### src/rtl/uart_pkg.sv
// Shared UART definitions: FSM states, widths and the
// baud divider helper used by both RX and TX.
package uart_pkg;

  typedef enum logic [1:0] {
    IDLE,
    START,
    DATA,
    STOP
  } uart_state_e;

  localparam int UART_DATA_W     = 8;
  localparam int UART_OVERSAMPLE = 16;

  function automatic int baud_div(
    input int clk_freq,
    input int baud,
    input int os
  );
    return clk_freq / (baud * os);
  endfunction

endpackage

### src/rtl/uart_rx_os16_if.sv
// Receive-side bundle: serial line in, byte and strobes out.
// master = receiver, slave = consumer / line driver.
interface uart_rx_os16_if;
  import uart_pkg::*;

  logic                   rx;
  logic [UART_DATA_W-1:0] rx_data;
  logic                   rx_busy;
  logic                   rx_done;
  logic                   rx_frame_err;

  modport master (
    input  rx,
    output rx_data,
    output rx_busy,
    output rx_done,
    output rx_frame_err
  );

  modport slave (
    output rx,
    input  rx_data,
    input  rx_busy,
    input  rx_done,
    input  rx_frame_err
  );

endinterface

### src/rtl/uart_rx_os16_baud_tick_gen.sv
// Oversample tick divider: one tick every DIV clocks while
// enabled, counter parked at zero otherwise.
module baud_tick_gen #(
  parameter int DIV = 10
) (
  input  logic clk,
  input  logic rst,
  input  logic en,
  output logic tick
);

  localparam int CW = (DIV > 1) ? $clog2(DIV) : 1;
  localparam logic [CW-1:0] LAST = CW'(DIV - 1);

  logic [CW-1:0] cnt_q, cnt_d;

  always_comb begin
    tick  = en && (cnt_q == LAST);
    cnt_d = cnt_q;
    if (!en || tick) begin
      cnt_d = '0;
    end else begin
      cnt_d = cnt_q + CW'(1);
    end
  end

  always_ff @(posedge clk) begin
    if (rst) begin
      cnt_q <= '0;
    end else begin
      cnt_q <= cnt_d;
    end
  end

endmodule

### src/rtl/uart_rx_os16.sv
// 8N1 UART receiver, 16x oversampled, centre sampling,
// start-bit glitch reject and stop-bit framing check.
module uart_rx_os16
  import uart_pkg::*;
#(
  parameter int CLK_FREQ   = 100_000_000,
  parameter int BAUD       = 9600,
  parameter int OVERSAMPLE = UART_OVERSAMPLE
) (
  input  logic           clk,
  input  logic           rst,
  uart_rx_os16_if.master bus
);

  localparam int DIV = baud_div(CLK_FREQ, BAUD, OVERSAMPLE);
  localparam int SW  = $clog2(OVERSAMPLE);
  localparam logic [SW-1:0] MID  = SW'(OVERSAMPLE / 2 - 1);
  localparam logic [SW-1:0] LAST = SW'(OVERSAMPLE - 1);

  logic rx_meta_q, rx_sync_q, rx_prev_q;
  uart_state_e state_q, state_d;
  logic [SW-1:0] samp_q, samp_d;
  logic [2:0] bit_q, bit_d;
  logic [UART_DATA_W-1:0] shift_q, shift_d;
  logic [UART_DATA_W-1:0] data_q, data_d;
  logic done_q, done_d;
  logic err_q, err_d;
  logic tick, fall, run, stop_pt;

  assign fall = rx_prev_q & ~rx_sync_q;
  assign run  = (state_q != IDLE);

  baud_tick_gen #(
    .DIV(DIV)
  ) u_tick (
    .clk (clk),
    .rst (rst),
    .en  (run),
    .tick(tick)
  );

  always_ff @(posedge clk) begin
    if (rst) begin
      rx_meta_q <= 1'b1;
      rx_sync_q <= 1'b1;
      rx_prev_q <= 1'b1;
      state_q   <= IDLE;
      samp_q    <= '0;
      bit_q     <= '0;
      shift_q   <= '0;
      data_q    <= '0;
      done_q    <= 1'b0;
      err_q     <= 1'b0;
    end else begin
      rx_meta_q <= bus.rx;
      rx_sync_q <= rx_meta_q;
      rx_prev_q <= rx_sync_q;
      state_q   <= state_d;
      samp_q    <= samp_d;
      bit_q     <= bit_d;
      shift_q   <= shift_d;
      data_q    <= data_d;
      done_q    <= done_d;
      err_q     <= err_d;
    end
  end

  always_comb begin
    state_d = state_q;
    samp_d  = samp_q;
    bit_d   = bit_q;
    shift_d = shift_q;
    unique case (state_q)
      IDLE: begin
        if (fall) begin
          state_d = START;
          samp_d  = '0;
          bit_d   = '0;
        end
      end
      START: begin
        if (tick) begin
          if (samp_q == MID) begin
            state_d = rx_sync_q ? IDLE : DATA;
            samp_d  = '0;
          end else begin
            samp_d = samp_q + SW'(1);
          end
        end
      end
      DATA: begin
        if (tick) begin
          if (samp_q == LAST) begin
            shift_d = {rx_sync_q, shift_q[UART_DATA_W-1:1]};
            samp_d  = '0;
            bit_d   = bit_q + 3'd1;
            if (bit_q == 3'd7) begin
              state_d = STOP;
            end
          end else begin
            samp_d = samp_q + SW'(1);
          end
        end
      end
      STOP: begin
        if (tick) begin
          if (samp_q == LAST) begin
            state_d = IDLE;
            samp_d  = '0;
          end else begin
            samp_d = samp_q + SW'(1);
          end
        end
      end
      default: state_d = IDLE;
    endcase
  end

  // Stop midpoint decides between a good byte and a framing error.
  always_comb begin
    stop_pt = (state_q == STOP) && tick && (samp_q == LAST);
    done_d  = stop_pt && rx_sync_q;
    err_d   = stop_pt && !rx_sync_q;
    data_d  = done_d ? shift_q : data_q;
  end

  assign bus.rx_data      = data_q;
  assign bus.rx_busy      = run;
  assign bus.rx_done      = done_q;
  assign bus.rx_frame_err = err_q;

endmodule
### src/flat_wrapper.sv
// flat-port wrapper written by rule: the top's interface ports become plain ports
module uart_rx_os16_flat import uart_pkg::*;
#(
  parameter int CLK_FREQ   = 100_000_000,
  parameter int BAUD       = 9600,
  parameter int OVERSAMPLE = UART_OVERSAMPLE
)
  (clk, rst, bus_rx, bus_rx_data, bus_rx_busy, bus_rx_done, bus_rx_frame_err);
  uart_rx_os16_if bus_i ();
  input  logic clk;
  input  logic rst;
  input wire logic [$bits(bus_i.rx)-1:0] bus_rx;
  output wire logic [$bits(bus_i.rx_data)-1:0] bus_rx_data;
  output wire logic [$bits(bus_i.rx_busy)-1:0] bus_rx_busy;
  output wire logic [$bits(bus_i.rx_done)-1:0] bus_rx_done;
  output wire logic [$bits(bus_i.rx_frame_err)-1:0] bus_rx_frame_err;
  assign bus_i.rx = bus_rx;
  assign bus_rx_data = bus_i.rx_data;
  assign bus_rx_busy = bus_i.rx_busy;
  assign bus_rx_done = bus_i.rx_done;
  assign bus_rx_frame_err = bus_i.rx_frame_err;
  uart_rx_os16 #(.CLK_FREQ(CLK_FREQ), .BAUD(BAUD), .OVERSAMPLE(OVERSAMPLE)) u_core (.clk(clk), .rst(rst), .bus(bus_i));
endmodule
### config.mk
export PLATFORM = sky130hd
export DESIGN_NAME = uart_rx_os16_flat
export DESIGN_NICKNAME = d
export VERILOG_FILES = /design/src/rtl/uart_pkg.sv /design/src/rtl/uart_rx_os16_if.sv /design/src/rtl/uart_rx_os16_baud_tick_gen.sv /design/src/rtl/uart_rx_os16.sv /design/src/flat_wrapper.sv
export SDC_FILE = /design/constraint.sdc
export NUM_CORES = 1
export LEC_CHECK = 0
export CAP_MARGIN = 40
export CORE_MARGIN = 3
export CORE_UTILIZATION = 60
export DETAILED_ROUTE_END_ITERATION = 8
export GPL_TIMING_DRIVEN = 0
export PLACE_DENSITY = 0.82
export SLEW_MARGIN = 20
export SYNTH_ARGS = -nofsm -noshare
export SYNTH_HDL_FRONTEND = slang
export SYNTH_HIERARCHICAL = 1
export SYNTH_SLANG_ARGS = --single-unit
### constraint.sdc
create_clock -name clk -period 4.6 [get_ports clk]
set_input_delay 0.92 -clock clk [delete_from_list [all_inputs] [get_ports clk]]
set_output_delay 0.92 -clock clk [all_outputs]
set_load 0.1 [all_outputs]
==> flow_summary.json, run 1 <==
{
  "outcome": "finished clean",
  "area.sequential_um2": 801,
  "required_ns": 3.68,
  "tns_ns": 0,
  "cts_max_path_buffers": 2,
  "wirelength_um": 3780,
  "worstHoldPathCells": 1,
  "cts_tree": "built",
  "ys_ff_latch": 40,
  "ys.flop_type": "dfxtp_1",
  "path_max_fanout": 10,
  "critPathCaptureType": "output port",
  "yosysWarningCount": 6,
  "worst_skew_pair.late_latency_ns": 0.35,
  "skew_ns": 0.0114,
  "drive_above_1_share_pct": 16.2,
  "antenna_found_initial": 0,
  "max_freq_mhz": 363,
  "synth.avg_cell_area_um2": 9.41,
  "layout_commonest_cell": "dfxtp_1",
  "max_cap_viol_count": 0,
  "yosys.area.top_type_share_pct": 46.0,
  "power_leakage_nw": 0.728,
  "yosys.area.top_type": "dfxtp_1",
  "nets": 224,
  "reg2reg_slack_ns": 2.27,
  "die_x_um": 59.9,
  "firstDrtPassIters": 4,
  "holdCritStartpoint": "u_core/rx_meta_q",
  "hold_slack_ns": 0.440,
  "ant_nets": 0,
  "ys_seq_area_share_pct": 46.0,
  "setup_violations": 0,
  "syn_nets": 193,
  "cts_sinks": 40,
  "cts_hold_buf": 0,
  "worst_pin_slew_ns": 0.558,
  "io_pins": 14,
  "cellPowerDensity_nw_per_um2": 253,
  "std_cell_rows": 18,
  "rr_endpoint": "u_core/shift_q[6]",
  "relSlewSlack_pct": 62.7,
  "start_util_pct": 66.7,
  "drt_iter0_drc": 56,
  "die_h_um": 59.9,
  "die-area_um2": 3590,
  "vias_per_cell": 5.98,
  "post_drt_wl_per_cell_um": 15.3,
  "total_power_mw": 0.536,
  "hold_viol_final": 0,
  "path_clk_slew_ns": 0.11,
  "antenna_cells": 0,
  "slew_viol_final": 0,
  "placed_cells": 239,
  "synth.area.top_cells": "dfxtp_1 (46%), mux2i_1 (5.2%), o21ai_0 (4.6%), a21oi_1 (4.0%), ha_1 (3.6%)",
  "htreeDepth": 2,
  "syn_to_final_growth_pct": 21.8,
  "numPortBuffers": 13,
  "drc": 0,
  "ctsResizeCount": 0,
  "fp.coreArea_um2": 2610,
  "synthCells": 185,
  "min_period_over_period_pct": 59.9,
  "numCtsBuffers": 5,
  "multi_input_area_um2": 838,
  "num_vias": 1472,
  "fillers": 170,
  "period_minus_slack_ns": 2.75,
  "async_flop_share_pct": 0,
  "crit_arrival_ns": 1.83,
  "grt_setup_unrepaired": "false",
  "first_global_vias": 1451,
  "stdcell_count": 246,
  "reg2reg_depth": 9,
  "clockRootBuffer": "clkbuf_4",
  "yosysUniqueCellTypes": 44,
  "ir_drop_uv": 255,
  "layout_common_cells": "dfxtp_1 (40), o21ai_0 (16), nor2_1 (15)",
  "worst_setup_path_start_kind": "flip-flop",
  "timing.rr.start": "u_core/u_tick/cnt_q[2]",
  "min_to": "u_core/rx_sync_q",
  "post-dp-hpwl_um": 2740,
  "gp_congestion": 0.825,
  "grt_max_degree": 12,
  "synthesis.area_um2": 1740,
  "grt_pass1_wl_um": 6430,
  "crit_type": "flip-flop to output port",
  "synth_edf_count": 0,
  "hold_path.class": "flip-flop to flip-flop",
  "grt_overflow": 0,
  "cts_setup_buffers": 0,
  "grt_usage_pct": 24.4
}
-- per-stage QoR --
step	worst slack [ns]	utilization [%]	instance area (µm²)
2_1_floorplan	2.43	-	1740
3_3_place_gp	1.91	73.1	1910
3_5_place_dp	2.25	79.4	2070
4_1_cts	1.84	81.2	2120
5_1_grt	1.77	81.2	2120
6_report	1.85	81.2	2120
-- Yosys cell counts (2+ instances only) --
| cell | instances |
|---|---|
| a211oi_1 | 4 |
| a21oi_1 | 14 |
| and2_1 | 2 |
| buf_2 | 2 |
| buf_6 | 3 |
| clkbuf_1 | 2 |
| dfxtp_1 | 40 |
| ha_1 | 5 |
| inv_1 | 3 |
| mux2i_1 | 9 |
| nand2_1 | 13 |
| nand2b_1 | 2 |
| nand3_1 | 5 |
| nand3b_1 | 4 |
| nand4_1 | 3 |
| nand4b_1 | 2 |
| nor2_1 | 15 |
| nor3_1 | 8 |
| o21ai_0 | 16 |
| or2_2 | 4 |
| or3_1 | 3 |
| or3_2 | 2 |
| xnor2_1 | 3 |
-- sequential cells by signal (all words and copies together), names as in the netlist, named ones only --
name / count
u_core/u_tick/cnt_q: 10
u_core/rx_sync_q: 1
u_core/bus.rx_frame_err: 1
u_core/rx_prev_q: 1
u_core/state_q: 1
u_core/bit_q: 3
u_core/rx_meta_q: 1
u_core/bus.rx_data: 8
u_core/shift_q: 8
u_core/samp_q: 4
u_core/bus.rx_done: 1
-- routing by layer --
layer,GRT usage (%),share of wire [%],vias up
met3,4.75,4.8,7
met5,0,0,-
met4,12.3,2.0,0
li1,-,-,725
met1,29.0,42,701
met2,41.5,51,39
-- cell type report --
type                    instances  area share (%)
clock inverters                 1           0.236
well taps                      30            1.77
multi-input cells             131            39.5
plain buffers                  11            4.31
clock buffers                   6            1.95
flip-flops and latches         40            37.8
inverters                       3           0.531
repair buffers                 24            13.9
-- logic make-up (layout without fill, tap and decap cells) --
kind of cell,after synthesis,in the layout,share of synthesized area [%]
flops,40,40,46.0
buf+inv,14,45,5.89
mux,9,9,5.17
fa+ha+maj,5,5,3.59
xor+xnor,4,4,2.01
simple gates,72,72,23.6
compound gates,41,41,13.7
-- power breakdown --
| part | leakage, nW | total, mW | switching (mW) | internal, mW |
|---|---|---|---|---|
| registers | 0.323 | 0.349 | 0.00150 | 0.348 |
| clock network | 0.0281 | 0.164 | 0.108 | 0.0563 |
| logic | 0.377 | 0.0226 | 0.0138 | 0.00879 |
-- critical path, cell delays in order (launching register included) --
cell	delay [ns]
dfxtp_1	0.33
buf_4	0.16
or2_2	0.33
clkdlybuf4s50_1	0.47
buf_8	0.19
-- how the worst max path moves through the flow --
stage / startpoint / end / slack [ns] / cells past startpoint
floorplan: u_core/state_q[0] / u_core/bit_q[0] / 2.43 / 8
global placement: u_core/state_q[0] / bus_rx_busy / 1.91 / 3
detailed placement: u_core/state_q[0] / bus_rx_busy / 2.25 / 4
CTS: u_core/state_q[0] / bus_rx_busy / 1.84 / 4
global route: u_core/state_q[0] / bus_rx_busy / 1.77 / 4
finish: u_core/state_q[0] / bus_rx_busy / 1.85 / 4
Note: power is estimated with default switching activity, not from simulation.
==> inputs of run 2 (changes only) <==
CORE_UTILIZATION = 51   (was 60)
PLACE_DENSITY = 0.74   (was 0.82)
clock period = 2.2 ns   (was 4.6 ns; I/O delays follow)
==> run 2 against run 1 <==
The flow now finishes with violations (negative setup slack). Largest power group unchanged. Utilization shrank 8.5 points. Global-route usage shrank 4.6 points. Worst setup slack lost 1.9 ns.
==> flow_summary.json, run 2 (synthesis gave the netlist of run 1 again) <==
{
  "outcome": "finished with violations",
  "failed_checks": "negative setup slack",
  "worst_setup_path_start_kind": "flip-flop",
  "ir_drop_uv": 448,
  "drc": 0,
  "io_pins": 14,
  "setup_violations": 1,
  "fin_ws_ns": -0.0123,
  "grt_setup_unrepaired": "true",
  "clockRootBuffer": "clkbuf_4",
  "antenna_cells": 0,
  "nets": 233,
  "cts_hold_buf": 0,
  "placed_cells": 253,
  "cellPowerDensity_nw_per_um2": 510,
  "multi_input_area_um2": 882,
  "worst_skew_pair.late_latency_ns": 0.35,
  "crit_type": "flip-flop to flip-flop",
  "hold_path.class": "flip-flop to flip-flop",
  "layout_common_cells": "dfxtp_1 (38), nor2_1 (14), o21ai_0 (13)",
  "path_max_fanout": 6,
  "layout_commonest_cell": "dfxtp_1",
  "internal_power_mw": 0.902,
  "slew_viol_final": 0,
  "numPortBuffers": 13,
  "antenna_found_initial": 0,
  "switchingPower_mw": 0.266,
  "grt_pass1_wl_um": 6490,
  "area.sequential_um2": 806,
  "worst_pin_slew_ns": 0.476,
  "grt_overflow": 0,
  "pwr-share-seq_pct": 62.5,
  "gp_congestion": 0.817,
  "std_cell_rows": 20,
  "largest_register_ffs": 10,
  "post_drt_wl_per_cell_um": 15.0,
  "grt_max_degree": 12,
  "die-area_um2": 4150,
  "cts_sinks": 40,
  "start_util_pct": 55.2,
  "postLayoutCellArea_um2": 2290,
  "drt_iter0_drc": 169,
  "comb_power_share_pct": 4.0,
  "required_ns": 2.43,
  "fillers": 235,
  "max_freq_mhz": 452,
  "skew_ns": 0.0103,
  "stdcell_count": 270,
  "htreeDepth": 2,
  "min_period_over_period_pct": 101,
  "finish.utilization_pct": 72.7,
  "path_clk_slew_ns": 0.11,
  "relSlewSlack_pct": 68.3,
  "fp.coreArea_um2": 3150,
  "ant_nets": 0,
  "die_x_um": 64.4,
  "crit_arrival_ns": 2.44,
  "wirelength_um": 4060,
  "cts_tree": "built",
  "period_minus_slack_ns": 2.21,
  "die_h_um": 64.4,
  "drive_above_1_share_pct": 24.8,
  "top_register": "u_core/u_tick/cnt_q",
  "clkPwrFrac_pct": 33.5,
  "dpl_cell_area_um2": 2090,
  "cts_max_path_buffers": 2,
  "critPathCaptureType": "flip-flop",
  "post-dp-hpwl_um": 2510,
  "total_power_mw": 1.17,
  "vias_per_cell": 5.67,
  "syn_to_final_growth_pct": 31.5,
  "first_global_vias": 1398,
  "grt_usage_pct": 19.8,
  "num_vias": 1531,
  "hold_viol_final": 0,
  "swShare_pct": 22.8,
  "firstDrtPassIters": 4,
  "power_leakage_nw": 0.813,
  "numCtsBuffers": 5,
  "max_cap_viol_count": 0
}
## run 2: cell type report
| cell class | instances | share of cell area (%) |
|---|---|---|
| well taps | 44 | 2.40 |
| multi-input cells | 131 | 38.5 |
| plain buffers | 11 | 4.31 |
| repair buffers | 33 | 16.5 |
| flip-flops and latches | 40 | 35.2 |
| inverters | 3 | 0.492 |
| clock buffers | 8 | 2.57 |
## run 2: path summary, 6_finish.rpt
check                                            start                 to  slack (ns)  cells past startpoint
worst max-delay path            u_core/u_tick/cnt_q[2]  u_core/shift_q[1]       -0.01                      9
worst min-delay path                  u_core/rx_meta_q   u_core/rx_sync_q        0.44                      1
worst max register to register  u_core/u_tick/cnt_q[2]  u_core/shift_q[1]       -0.01                      9
worst min register to register        u_core/rx_meta_q   u_core/rx_sync_q        0.44                      1
## run 2: routing by layer
| layer | part of all wire [%] | wire [µm] | GRT usage [%] |
|---|---|---|---|
| met5 | 0 | 0 | 0 |
| met4 | 1.7 | 67 | 9.23 |
| met3 | 3.9 | 157 | 3.99 |
| met2 | 50 | 2030 | 31.3 |
| met1 | 44 | 1800 | 26.0 |
## run 2: through the flow
step	setup slack, ns	TNS, ns	hold slack, ns
6_report	-0.0123	-0.0123	0.436
5_1_grt	-0.146	-1.29	0.466
4_1_cts	-0.00654	-0.00654	0.426
3_5_place_dp	-0.128	-1.15	0.399
3_3_place_gp	-0.0704	-0.484	0.394
2_1_floorplan	0.0284	0	0.389
## run 2: repair_timing
item,CTS,global route
setup buffers,3,5
endpoints found under the setup margin,18,18
cloned,0,2
pin swaps,1,8
resized for setup,9,16
## run 2: power groups by stage
| stage | clock network [mW] | logic [mW] | registers, mW |
|---|---|---|---|
| 3_5_place_dp | 0 | 0.0467 | 0.747 |
| 5_1_grt | 0.423 | 0.0501 | 0.731 |
| 4_1_cts | 0.397 | 0.0461 | 0.729 |
| 2_1_floorplan | 0 | 0.0301 | 0.746 |
| 3_3_place_gp | 0 | 0.0422 | 0.747 |
| 6_report | 0.392 | 0.0467 | 0.730 |
## run 2: worst max-delay path, cell delays in order, from the launching register on
cell     delay (ns)
dfxtp_4        0.36
or4b_4         0.52
nor3_4         0.14
and2_4         0.17
and3_4         0.18
and4b_1        0.20
buf_6          0.13
buf_12         0.12
mux2i_1        0.20
nor2_1         0.06
